`config.mk`:
```
export PLATFORM = sky130hd
export DESIGN_NAME = fifo_uart_tx
export DESIGN_NICKNAME = d
export VERILOG_FILES = /design/src/rtl/fifo_uart_tx.sv
export SDC_FILE = /design/constraint.sdc
export NUM_CORES = 1
export LEC_CHECK = 0
export BUFFER_PORTS_ARGS = -buffer_cell sky130_fd_sc_hd__clkbuf_2
export CORE_AREA = 2 2 44 46
export CTS_BUF_LIST = sky130_fd_sc_hd__clkbuf_4
export CTS_CLUSTER_SIZE = 25
export DETAILED_ROUTE_END_ITERATION = 10
export DIE_AREA = 0 0 46 48
export PLACE_DENSITY_LB_ADDON = 0.05
export SKIP_CTS_REPAIR_TIMING = 1
export SYNTH_ARGS = -nofsm -noshare
export SYNTH_HDL_FRONTEND = slang
export SYNTH_SLANG_ARGS = --single-unit
```
`constraint.sdc`:
```
create_clock -name clk -period 3.25 [get_ports clk]
set_input_delay 0.4875 -clock clk [delete_from_list [all_inputs] [get_ports clk]]
set_output_delay 0.4875 -clock clk [all_outputs]
set_load 0.01 [all_outputs]
```
`src/rtl/fifo_uart_tx.sv`:
```
// rtl/fifo_uart_tx.sv - UART transmitter that pulls frames from an upstream FIFO
//
// Purpose: reads one word from a first-word-fall-after-read FIFO, then sends
// it as a serial frame: start bit, WIDTH data bits LSB first, optional even
// parity bit, one stop bit. Every bit lasts CLKS_PER_BIT clocks.
//
// Optional feature: define UART_PARITY_EN to insert an even parity bit
// between the last data bit and the stop bit.
//
// Ports:
//   clk         rising-edge clock
//   rst         synchronous, active-high reset
//   fifo_empty  upstream FIFO empty flag
//   fifo_dout   upstream FIFO read data, valid the cycle after fifo_rd
//   fifo_rd     registered one-cycle read strobe (high only in FETCH)
//   tx          registered serial output, idle high
//   busy        high whenever the transmitter is not idle
//   frame_done  one-cycle pulse on the last clock of the stop bit
module fifo_uart_tx #(
   parameter int WIDTH        = 8,
   parameter int CLKS_PER_BIT = 16
) (
   input  logic             clk,
   input  logic             rst,
   input  logic             fifo_empty,
   input  logic [WIDTH-1:0] fifo_dout,
   output logic             fifo_rd,
   output logic             tx,
   output logic             busy,
   output logic             frame_done
);

   localparam int BAUD_W = (CLKS_PER_BIT > 1) ? $clog2(CLKS_PER_BIT) : 1;
   localparam int BIT_W  = (WIDTH > 1) ? $clog2(WIDTH) : 1;
   localparam logic [BAUD_W-1:0] BAUD_LAST = BAUD_W'(CLKS_PER_BIT - 1);
   localparam logic [BIT_W-1:0]  BIT_LAST  = BIT_W'(WIDTH - 1);

   typedef enum logic [2:0] {
      IDLE,
      FETCH,
      LOAD,
      START,
      DATA,
`ifdef UART_PARITY_EN
      PARITY,
`endif
      STOP
   } state_t;

   state_t             state;
   state_t             state_d;
   logic [BAUD_W-1:0]  baud;
   logic [BAUD_W-1:0]  baud_d;
   logic [BIT_W-1:0]   bit_cnt;
   logic [BIT_W-1:0]   bit_d;
   logic [WIDTH-1:0]   shreg;
   logic [WIDTH-1:0]   shreg_d;
   logic               tx_d;
   logic               bit_end;

   // Last clock of the current serial bit.
   assign bit_end = (baud == BAUD_LAST);

   always_ff @(posedge clk) begin
      if (rst) begin
         state   <= IDLE;
         baud    <= '0;
         bit_cnt <= '0;
         shreg   <= '0;
         tx      <= 1'b1;
         fifo_rd <= 1'b0;
      end else begin
         state   <= state_d;
         baud    <= baud_d;
         bit_cnt <= bit_d;
         shreg   <= shreg_d;
         tx      <= tx_d;
         // Registered strobe: asserted for exactly the cycle spent in FETCH.
         fifo_rd <= (state_d == FETCH);
      end
   end

   always_comb begin
      state_d = state;
      baud_d  = baud;
      bit_d   = bit_cnt;
      shreg_d = shreg;
      case (state)
         IDLE: begin
            if (!fifo_empty) state_d = FETCH;
         end
         FETCH: begin
            state_d = LOAD;
         end
         LOAD: begin
            // fifo_dout is valid now, one cycle after the read strobe.
            shreg_d = fifo_dout;
            baud_d  = '0;
            state_d = START;
         end
         START: begin
            if (bit_end) begin
               baud_d  = '0;
               bit_d   = '0;
               state_d = DATA;
            end else begin
               baud_d = baud + 1'b1;
            end
         end
         DATA: begin
            if (bit_end) begin
               baud_d = '0;
               if (bit_cnt == BIT_LAST) begin
                  bit_d = '0;
`ifdef UART_PARITY_EN
                  state_d = PARITY;
`else
                  state_d = STOP;
`endif
               end else begin
                  bit_d = bit_cnt + 1'b1;
               end
            end else begin
               baud_d = baud + 1'b1;
            end
         end
`ifdef UART_PARITY_EN
         PARITY: begin
            if (bit_end) begin
               baud_d  = '0;
               state_d = STOP;
            end else begin
               baud_d = baud + 1'b1;
            end
         end
`endif
         STOP: begin
            if (bit_end) begin
               baud_d  = '0;
               state_d = IDLE;
            end else begin
               baud_d = baud + 1'b1;
            end
         end
         default: begin
            state_d = IDLE;
            baud_d  = '0;
            bit_d   = '0;
         end
      endcase
   end

   // tx is derived from the next state and next bit index, so the registered
   // line only moves when state or bit index moves, i.e. on bit boundaries.
   always_comb begin
      tx_d = 1'b1;
      case (state_d)
         START:   tx_d = 1'b0;
         DATA:    tx_d = shreg_d[bit_d];
`ifdef UART_PARITY_EN
         PARITY:  tx_d = ^shreg_d;
`endif
         default: tx_d = 1'b1;
      endcase
   end

   assign busy       = (state != IDLE);
   assign frame_done = (state == STOP) && bit_end;

endmodule

```
# Word-level counts from Yosys, hierarchy flattened
# Cells that the tools add are included.
[totals]
reg_bits = 20
input_bits = 11
out_inout_bits = 4
wordCells = 41
[op_classes]
n_addsub = 2
order_cmp = 1
eq_ne = 10
muxes = 16
n_reduce_logical = 6
[op_table]
columns = ["op", "n"]
rows = [
  ["3-bit 2-to-1 mux", 8],
  ["3-bit one-hot mux with 6 select lines", 1],
  ["3-bit == test, second input constant", 4],
  ["3-bit by 2-bit == test with 1-bit output, second input constant", 3],
  ["3-bit one-hot mux with 3 select lines", 1],
  ["8-bit 2-to-1 mux", 1],
  ["4-bit one-hot mux with 2 select lines", 1],
  ["3-bit by 1-bit == test with 1-bit output, second input constant", 2],
  ["4-bit by 1-bit adder with 4-bit output, second input constant", 1],
  ["4-bit == test, second input constant", 1],
  ["3-bit by 4-bit less-than comparator with 1-bit output, second input constant", 1],
  ["4-bit 2-to-1 mux", 1],
  ["4-bit OR reduction", 1],
  ["3-bit by 1-bit adder with 3-bit output, second input constant", 1],
  ["1-bit binary-select mux with 3-bit select", 1],
  ["3-bit zero test", 1],
  ["3-bit nonzero test", 1],
  ["3-bit OR reduction", 1],
  ["1-bit one-hot mux with 2 select lines", 1],
  ["2-bit OR reduction", 1],
  ["1-bit logical AND", 1],
  ["1-bit 2-to-1 mux", 1],
]

# Logic depth before layout (Yosys ltp)
# Gate-level depths: netlist of run 1.
[depth]
word_depth = 7
depth_mapped = 8
ltp_nobuf = 8

# Worst setup path before layout of run 1
# Ideal clock, no wire load.
[synth_timing]
path_kind = "register -> register"
startpoint = "register baud[0]"
endpoint = "register tx"
setup_ns = 0.125
arrival_time_ns = 1.716
t_required_ns = 3.125
slack_ns = 1.409
path_stages_with_launch = 9
n_path_buf = 1
period_less_slack_ns = 1.841
cell_sequence = "dfxtp_1 ha_1 and4_4 nor2_2 a221o_1 buf_6 mux2i_1 a22oi_1 a31oi_1"
[synth_via]
elab_chain_len = 6
word_cells_on_any_way = 13
cone_classes = "eq/ne (3); mux (10)"
[synth_lines]
columns = ["item", "line", "rtl"]
rows = [
  ["from (decl)", "52", "logic [BAUD_W-1:0] baud;"],
  ["from (signal assigned)", "74", "baud <= baud_d;"],
  ["4-bit == test *", "62", "assign bit_end = (baud == BAUD_LAST);"],
  ["3-bit 2-to-1 mux, on equally long branches", "111, 102", ""],
  ["3-bit one-hot mux with 3 select lines", "88", "case (state)"],
  ["1-bit binary-select mux with 3-bit select", "159", "DATA: tx_d = shreg_d[bit_d];"],
  ["1-bit 2-to-1 mux (implied by the code)", "159", ""],
  ["1-bit one-hot mux with 2 select lines *", "157", "case (state_d)"],
  ["to (signal assigned)", "77", "tx <= tx_d;"],
  ["to (decl)", "28", "output logic tx,"],
]
# Mark *: on every way between the ends. The rest lies on a longest branch, timed or not. The select of a mux whose other input is x is not followed.
# A chain may end at the register's enable or synchronous reset.

# Worst setup path in the final report of run 1
# Same ends and word-level chain as after synthesis.

==> flow_summary.yaml, run 1 <==
place:
  place_hpwl_mm: 1.45
  dp_cells: 141
  port_buffers: 14
  gp_congestion: 0.894
worst_setup_path:
  path_buf_inv: 0
  critPathArrivalTime_ns: 2.24
  cp_top_family: "compound AO/OA/AOI/OAI gates"
  cpMaxStageDelayCell: "a221o_1"
  path_cells: "ha_1 > and4_4 > nor2_2 > a221o_1 > mux2i_1 > a22oi_1 > a31oi_1"
  slowest_delay_ns: 0.48
  worstSetupPathType: "reg2reg"
  critPathRequiredTime_ns: 3.44
  start_kind: "flip-flop"
  end_kind: "flip-flop"
  cp_max_fo: 7
synthesis:
  avgSynthCellArea_um2: 8.73
  yosys.area.top_type: "dfxtp_1"
  ys_types: 33
  synth_area_um2: 1010
  yosysMostFrequentCell: "nor2_1"
  yosysWarnings: 0
  synth_nets: 130
  yosys.area_share.simple_pct: 24.5
  synthArstFlopShare_pct: 0
  ys_ff_latch: 20
  synth_seq_area_share_pct: 39.6
  synth_top_area_share_pct: 39.6
  ys_top_cells_by_count: "21 x nor2_1, 20 x dfxtp_1, 13 x mux2i_1"
  ys.flop_type: "dfxtp_1"
  synth_fa_ha_area_share_pct: 3.71
  synth-compound-area-share_pct: 15.2
  synth_top_family_by_area: "simple AND/OR/NAND/NOR gates"
  ys_top_cells_by_area: "dfxtp_1 40%, mux2i_1 13%, nor2_1 7.8%"
  muxShareOfSynthArea_pct: 12.9
  synth-edff-count: 0
  synth_xor_area_share_pct: 0.865
  synth_cells: 116
routing:
  drt-initial-drc-count: 21
  num_vias: 856
  routed_wl_mm: 1.94
  ant_nets: 0
  firstDrtPassIters: 5
  drcViolationCount: 0
  wl_per_cell_um: 13.5
  vias_per_cell: 5.94
sta:
  fin_crit_sh_pct: 63.0
  rsz0062_at_grt: "no"
  fin_hold_ws_ns: 0.445
  worst_pin_slew_ns: 0.527
  finalSetupTns_ns: 0
  fmaxAchievable_mhz: 488
  final-setup-viol-count: 0
  finalHoldViolations: 0
  maxSlewViolCount: 0
  period_minus_slack_ns: 2.05
  clock_skew_ns: 0.00700
  slew_headroom_pct: 64.8
status:
  status: "complete, no violations"
power_and_ir_drop:
  power_switching_uw: 110
  p_clk_share_pct: 26.1
  vdd_drop_max_v: 0.000287
  p_comb_share_pct: 12.5
  p_per_area_nw_per_um2: 395
  seq_power_share_pct: 61.4
  power_uw: 433
  p_int_uw: 324
  p_leak_uw: 0.000441
  swShare_pct: 25.4
cells_and_area:
  final_util_pct: 64.9
  n_antenna_cell: 0
  fillCellCount: 153
  area_growth_pct: 8.28
  nets: 143
  instances_no_fill: 144
  drive_above_1_share_pct: 16.5
clock_network:
  root_buffer: "clkbuf_4"
  numClockSinks: 20
  insertion_delay_ns: 0.30
  ctsLongestPathBuffers: 2
  numCtsBuffers: 3
  clk_pin_slew_ns: 0.11
  cts_tree: "done"
  cts.htree.levels: 1
grt:
  grt_usage_pct: 21.3
  grt_pass1_vias: 718
  grt_overflow_total: 0
  antenna_found_initial: 0
  grt_max_degree: 21
  grt_pass1_wl_mm: 3.26
die:
  design.die.area_um2: 2210
  die_h_um: 48
  rows: 15
  ios: 15
  initial_utilization_pct: 59.9
  die_width_um: 46
  core_area_um2: 1690
hold_path:
  hold_class: "in2reg"
run:
  cap_violations: 0
==> placed cells by master, fill, tap and decap left out, types with 2 or more instances in the layout <==
master | netlist | final
nor2_1 | 21 | 21
dfxtp_1 | 20 | 20
clkbuf_2 | 0 | 14
mux2i_1 | 13 | 13
a21oi_1 | 8 | 8
nand2_1 | 5 | 5
nor2b_1 | 4 | 4
nor3_1 | 4 | 4
nand2b_1 | 3 | 3
nand3_1 | 3 | 3
a31oi_1 | 3 | 3
ha_1 | 3 | 3
clkbuf_4 | 0 | 3
nor2_2 | 2 | 2
a211oi_1 | 2 | 2
a22oi_1 | 2 | 2
and4b_1 | 2 | 2
==> metrics by stage <==
stage               worst slack, ns  cell area, um^2
floorplan                      1.41             1010
global placement               1.24             1070
detailed placement             1.22             1070
CTS                            1.21             1100
global route                   1.05             1100
finish                         1.20             1100
==> worst paths after layout <==
path	startpoint	to	slack (ns)	cells past startpoint
max	baud[0]$_SDFFE_PP0N_	tx$_SDFF_PP1_	1.20	7
min	fifo_dout[5]	shreg[5]$_SDFF_PP0_	0.45	3
max reg2reg	baud[0]$_SDFFE_PP0N_	tx$_SDFF_PP1_	1.20	7
min reg2reg	shreg[5]$_SDFF_PP0_	shreg[5]$_SDFF_PP0_	0.50	2
==> logic make-up after synthesis <==
logic type	after synthesis
compound gates	23
xor+xnor	1
fa+ha+maj	3
buf+inv	7
flops	20
mux	13
simple gates	49
==> power groups by stage <==
stage | Combinational, uW | Clock (uW) | Sequential [uW]
3_5_place_dp | 54.5 | 0 | 272
5_1_grt | 60.9 | 128 | 268
6_report | 54.2 | 113 | 266
2_1_floorplan | 43.0 | 0 | 266
3_3_place_gp | 53.7 | 0 | 271
4_1_cts | 54.7 | 120 | 266
==> sequential cells by signal, indices dropped and copies added, names as in the netlist <==
signal and flops:
tx 1, bit_cnt 3, state 3, fifo_rd 1, shreg 8, baud 4
==> worst min-delay path, cell delays in order <==
cell and delay [ns]:
clkbuf_2 0.07, mux2i_1 0.07, nor2_1 0.08
==> routing by layer <==
| layer | wire length [um] | track usage (%) | share of wire [%] | vias to the layer above |
|---|---|---|---|---|
| met2 | 843 | 30.3 | 43 | 24 |
| met4 | 44 | 12.0 | 2.3 | 0 |
| li1 | - | - | - | 441 |
| met5 | 0 | 0 | 0 | - |
| met1 | 959 | 29.7 | 49 | 386 |
| met3 | 92 | 4.53 | 4.7 | 5 |
==> final cells by class <==
cell class | count | area [um^2] | area share [%]
Clock buffer | 3 | 22.5 | 2.05
Tap cell | 17 | 21.3 | 1.94
Multi-Input combinational cell | 89 | 578 | 52.7
Timing Repair Buffer | 14 | 70.1 | 6.39
Sequential cell | 20 | 400 | 36.5
Inverter | 1 | 3.75 | 0.342
Power figures use the tool's default switching activity.
==> run 2, diff against run 1 <==
--- a/config.mk
+++ b/config.mk
@@ -5,12 +5,13 @@
 export SDC_FILE = /design/constraint.sdc
 export NUM_CORES = 1
 export LEC_CHECK = 0
+export ABC_AREA = 1
 export BUFFER_PORTS_ARGS = -buffer_cell sky130_fd_sc_hd__clkbuf_2
-export CORE_AREA = 2 2 44 46
+export CORE_AREA = 2 2 47 49
 export CTS_BUF_LIST = sky130_fd_sc_hd__clkbuf_4
 export CTS_CLUSTER_SIZE = 25
 export DETAILED_ROUTE_END_ITERATION = 10
-export DIE_AREA = 0 0 46 48
+export DIE_AREA = 0 0 49 51
 export PLACE_DENSITY_LB_ADDON = 0.05
 export SKIP_CTS_REPAIR_TIMING = 1
 export SYNTH_ARGS = -nofsm -noshare
==> constraint.sdc (replaced) <==
create_clock -name clk -period 2.11 [get_ports clk]
set_input_delay 0.3165 -clock clk [delete_from_list [all_inputs] [get_ports clk]]
set_output_delay 0.3165 -clock clk [all_outputs]
set_load 0.01 [all_outputs]
==> flow_summary.yaml, run 2 <==
die:
  ios: 15
  rows: 17
  die_h_um: 51
  initial_utilization_pct: 54.9
  design.die.area_um2: 2500
  core_area_um2: 2060
  die_width_um: 49
power_and_ir_drop:
  power_switching_uw: 196
  p_int_uw: 503
  seq_power_share_pct: 58.0
  p_clk_share_pct: 26.1
  power_uw: 699
  p_leak_uw: 0.000618
  p_comb_share_pct: 15.9
  p_per_area_nw_per_um2: 560
  swShare_pct: 28.0
  vdd_drop_max_v: 0.000526
cells_and_area:
  fillCellCount: 211
  regMostFlops: "shreg"
  n_antenna_cell: 0
  area_growth_pct: 10.3
  reg_top3: "shreg: 8 flops, baud: 4 flops"
  largest_reg_flops: 8
  nets: 200
  layout_common_cells: "51 x nand2_1, 20 x dfxtp_1, 18 x nand3_1, 16 x inv_1, 14 x clkbuf_2"
  final_common_cell: "nand2_1"
  drive_above_1_share_pct: 20.0
  instances_no_fill: 213
synthesis:
  ys_top_cells_by_area: "dfxtp_1 35%, nand2_1 17%, nand3_1 8.0%"
  synth_area_um2: 1130
  ys_top_cells_by_count: "51 x nand2_1, 20 x dfxtp_1, 18 x nand3_1"
  avgSynthCellArea_um2: 6.66
  synth_xor_area_share_pct: 0.773
  synth_cells: 170
  ys.flop_type: "dfxtp_1"
  synthArstFlopShare_pct: 0
  yosys.area_share.simple_pct: 40.8
  muxShareOfSynthArea_pct: 0
  ys_types: 27
  synth_nets: 184
  synth_top_family_by_area: "simple AND/OR/NAND/NOR gates"
  synth_seq_area_share_pct: 35.4
  synth_top_area_share_pct: 35.4
  yosysWarnings: 0
  synth-edff-count: 0
  ys_ff_latch: 20
  synth-compound-area-share_pct: 11.0
  yosysMostFrequentCell: "nand2_1"
  synth_fa_ha_area_share_pct: 3.31
  yosys.area.top_type: "dfxtp_1"
status:
  status: "complete, no violations"
grt:
  antenna_found_initial: 0
  grt_pass1_wl_mm: 4.06
  grt_pass1_vias: 983
  grt_max_degree: 20
  grt_overflow_total: 0
  grt_usage_pct: 20.9
sta:
  fin_crit_sh_pct: 84.3
  rsz0062_at_grt: "no"
  slew_headroom_pct: 73.1
  period_minus_slack_ns: 1.78
  finalHoldViolations: 0
  worst_pin_slew_ns: 0.403
  maxSlewViolCount: 0
  finalSetupTns_ns: 0
  fin_hold_ws_ns: 0.177
  clock_skew_ns: 0.00426
  final-setup-viol-count: 0
  fmaxAchievable_mhz: 562
  setup_ws_ns: 0.330
worst_setup_path:
  worstSetupPathType: "reg2out"
  cp_max_fo: 10
  critPathArrivalTime_ns: 1.46
  end_kind: "primary output"
  start_kind: "flip-flop"
  critPathRequiredTime_ns: 1.79
clock_network:
  insertion_delay_ns: 0.30
  numCtsBuffers: 3
  numClockSinks: 20
  cts.htree.levels: 1
  clk_pin_slew_ns: 0.11
  cts_tree: "done"
  root_buffer: "clkbuf_4"
  ctsLongestPathBuffers: 2
routing:
  firstDrtPassIters: 4
  num_vias: 1072
  wl_per_cell_um: 10.5
  vias_per_cell: 5.03
  drt-initial-drc-count: 14
  routed_wl_mm: 2.24
  ant_nets: 0
  drcViolationCount: 0
place:
  gp_congestion: 0.901
  place_hpwl_mm: 1.80
  port_buffers: 14
  dp_cells: 209
  preCtsSetupSlack_ns: 0.342
hold_path:
  hold_class: "in2reg"
run:
  cap_violations: 0
[run 2: cell count changes after synthesis, moves of 5 or more]
cell / delta
nand2_1: +46
inv_1: +15
nand3_1: +15
mux2i_1: -13
nor2_1: -9
a21oi_1: +5
inv_2: +5
[run 2: area by class of cell]
class,instances,area [um^2],area share (%)
clock inverter,1,3.75,0.301
timing repair buffer,14,70.1,5.61
tap,28,35.0,2.81
inverter,22,83.8,6.71
multi-input combinational,125,633,50.7
clock buffer,3,22.5,1.80
sequential,20,400,32.1
[run 2: per-layer routing]
layer | global-route usage (%) | up-vias | share of wire (%)
met1 | 24.3 | 474 | 45
met3 | 3.51 | 4 | 2.6
li1 | - | 578 | -
met5 | 0 | - | 0
met4 | 5.71 | 0 | 1.2
met2 | 39.5 | 16 | 51
[run 2: cells by family after synthesis]
| family | after synthesis |
|---|---|
| AOI/OAI and AO/OA | 22 |
| adders and majority gates | 3 |
| and+or+nand+nor | 99 |
| xor gates and xnor gates | 1 |
| buffers and inverters | 25 |
| DFF | 20 |
[run 2: final timing paths]
check	start	end	slack, ns	cells past startpoint
hold reg to reg	shreg[7]$_SDFF_PP0_	shreg[7]$_SDFF_PP0_	0.48	2
setup / recovery	baud[0]$_SDFFE_PP0N_	frame_done	0.33	4
setup reg to reg	baud[0]$_SDFFE_PP0N_	tx$_SDFF_PP1_	0.33	12
hold / removal	fifo_empty	fifo_rd$_SDFF_PP0_	0.18	2
[run 2: power by group through the flow]
stage          Combinational, uW  Sequential (uW)  Clock, uW
4_1_cts                      112              406        191
5_1_grt                      130              408        208
2_1_floorplan               86.9              410          0
6_report                     111              406        182
3_5_place_dp                 112              415          0
3_3_place_gp                 109              414          0
[run 2: critical path, stage by stage (launching register included)]
cell and delay, ns:
dfxtp_1 0.40, ha_1 0.25, nand3_2 0.22, nor2_1 0.16, clkbuf_2 0.14
[run 2: stage by stage]
step	util (%)	cell area [um^2]
finish	60.5	1250
global placement	59.2	1220
detailed placement	59.2	1220
floorplan	-	1130
CTS	60.5	1250
global route	60.5	1250
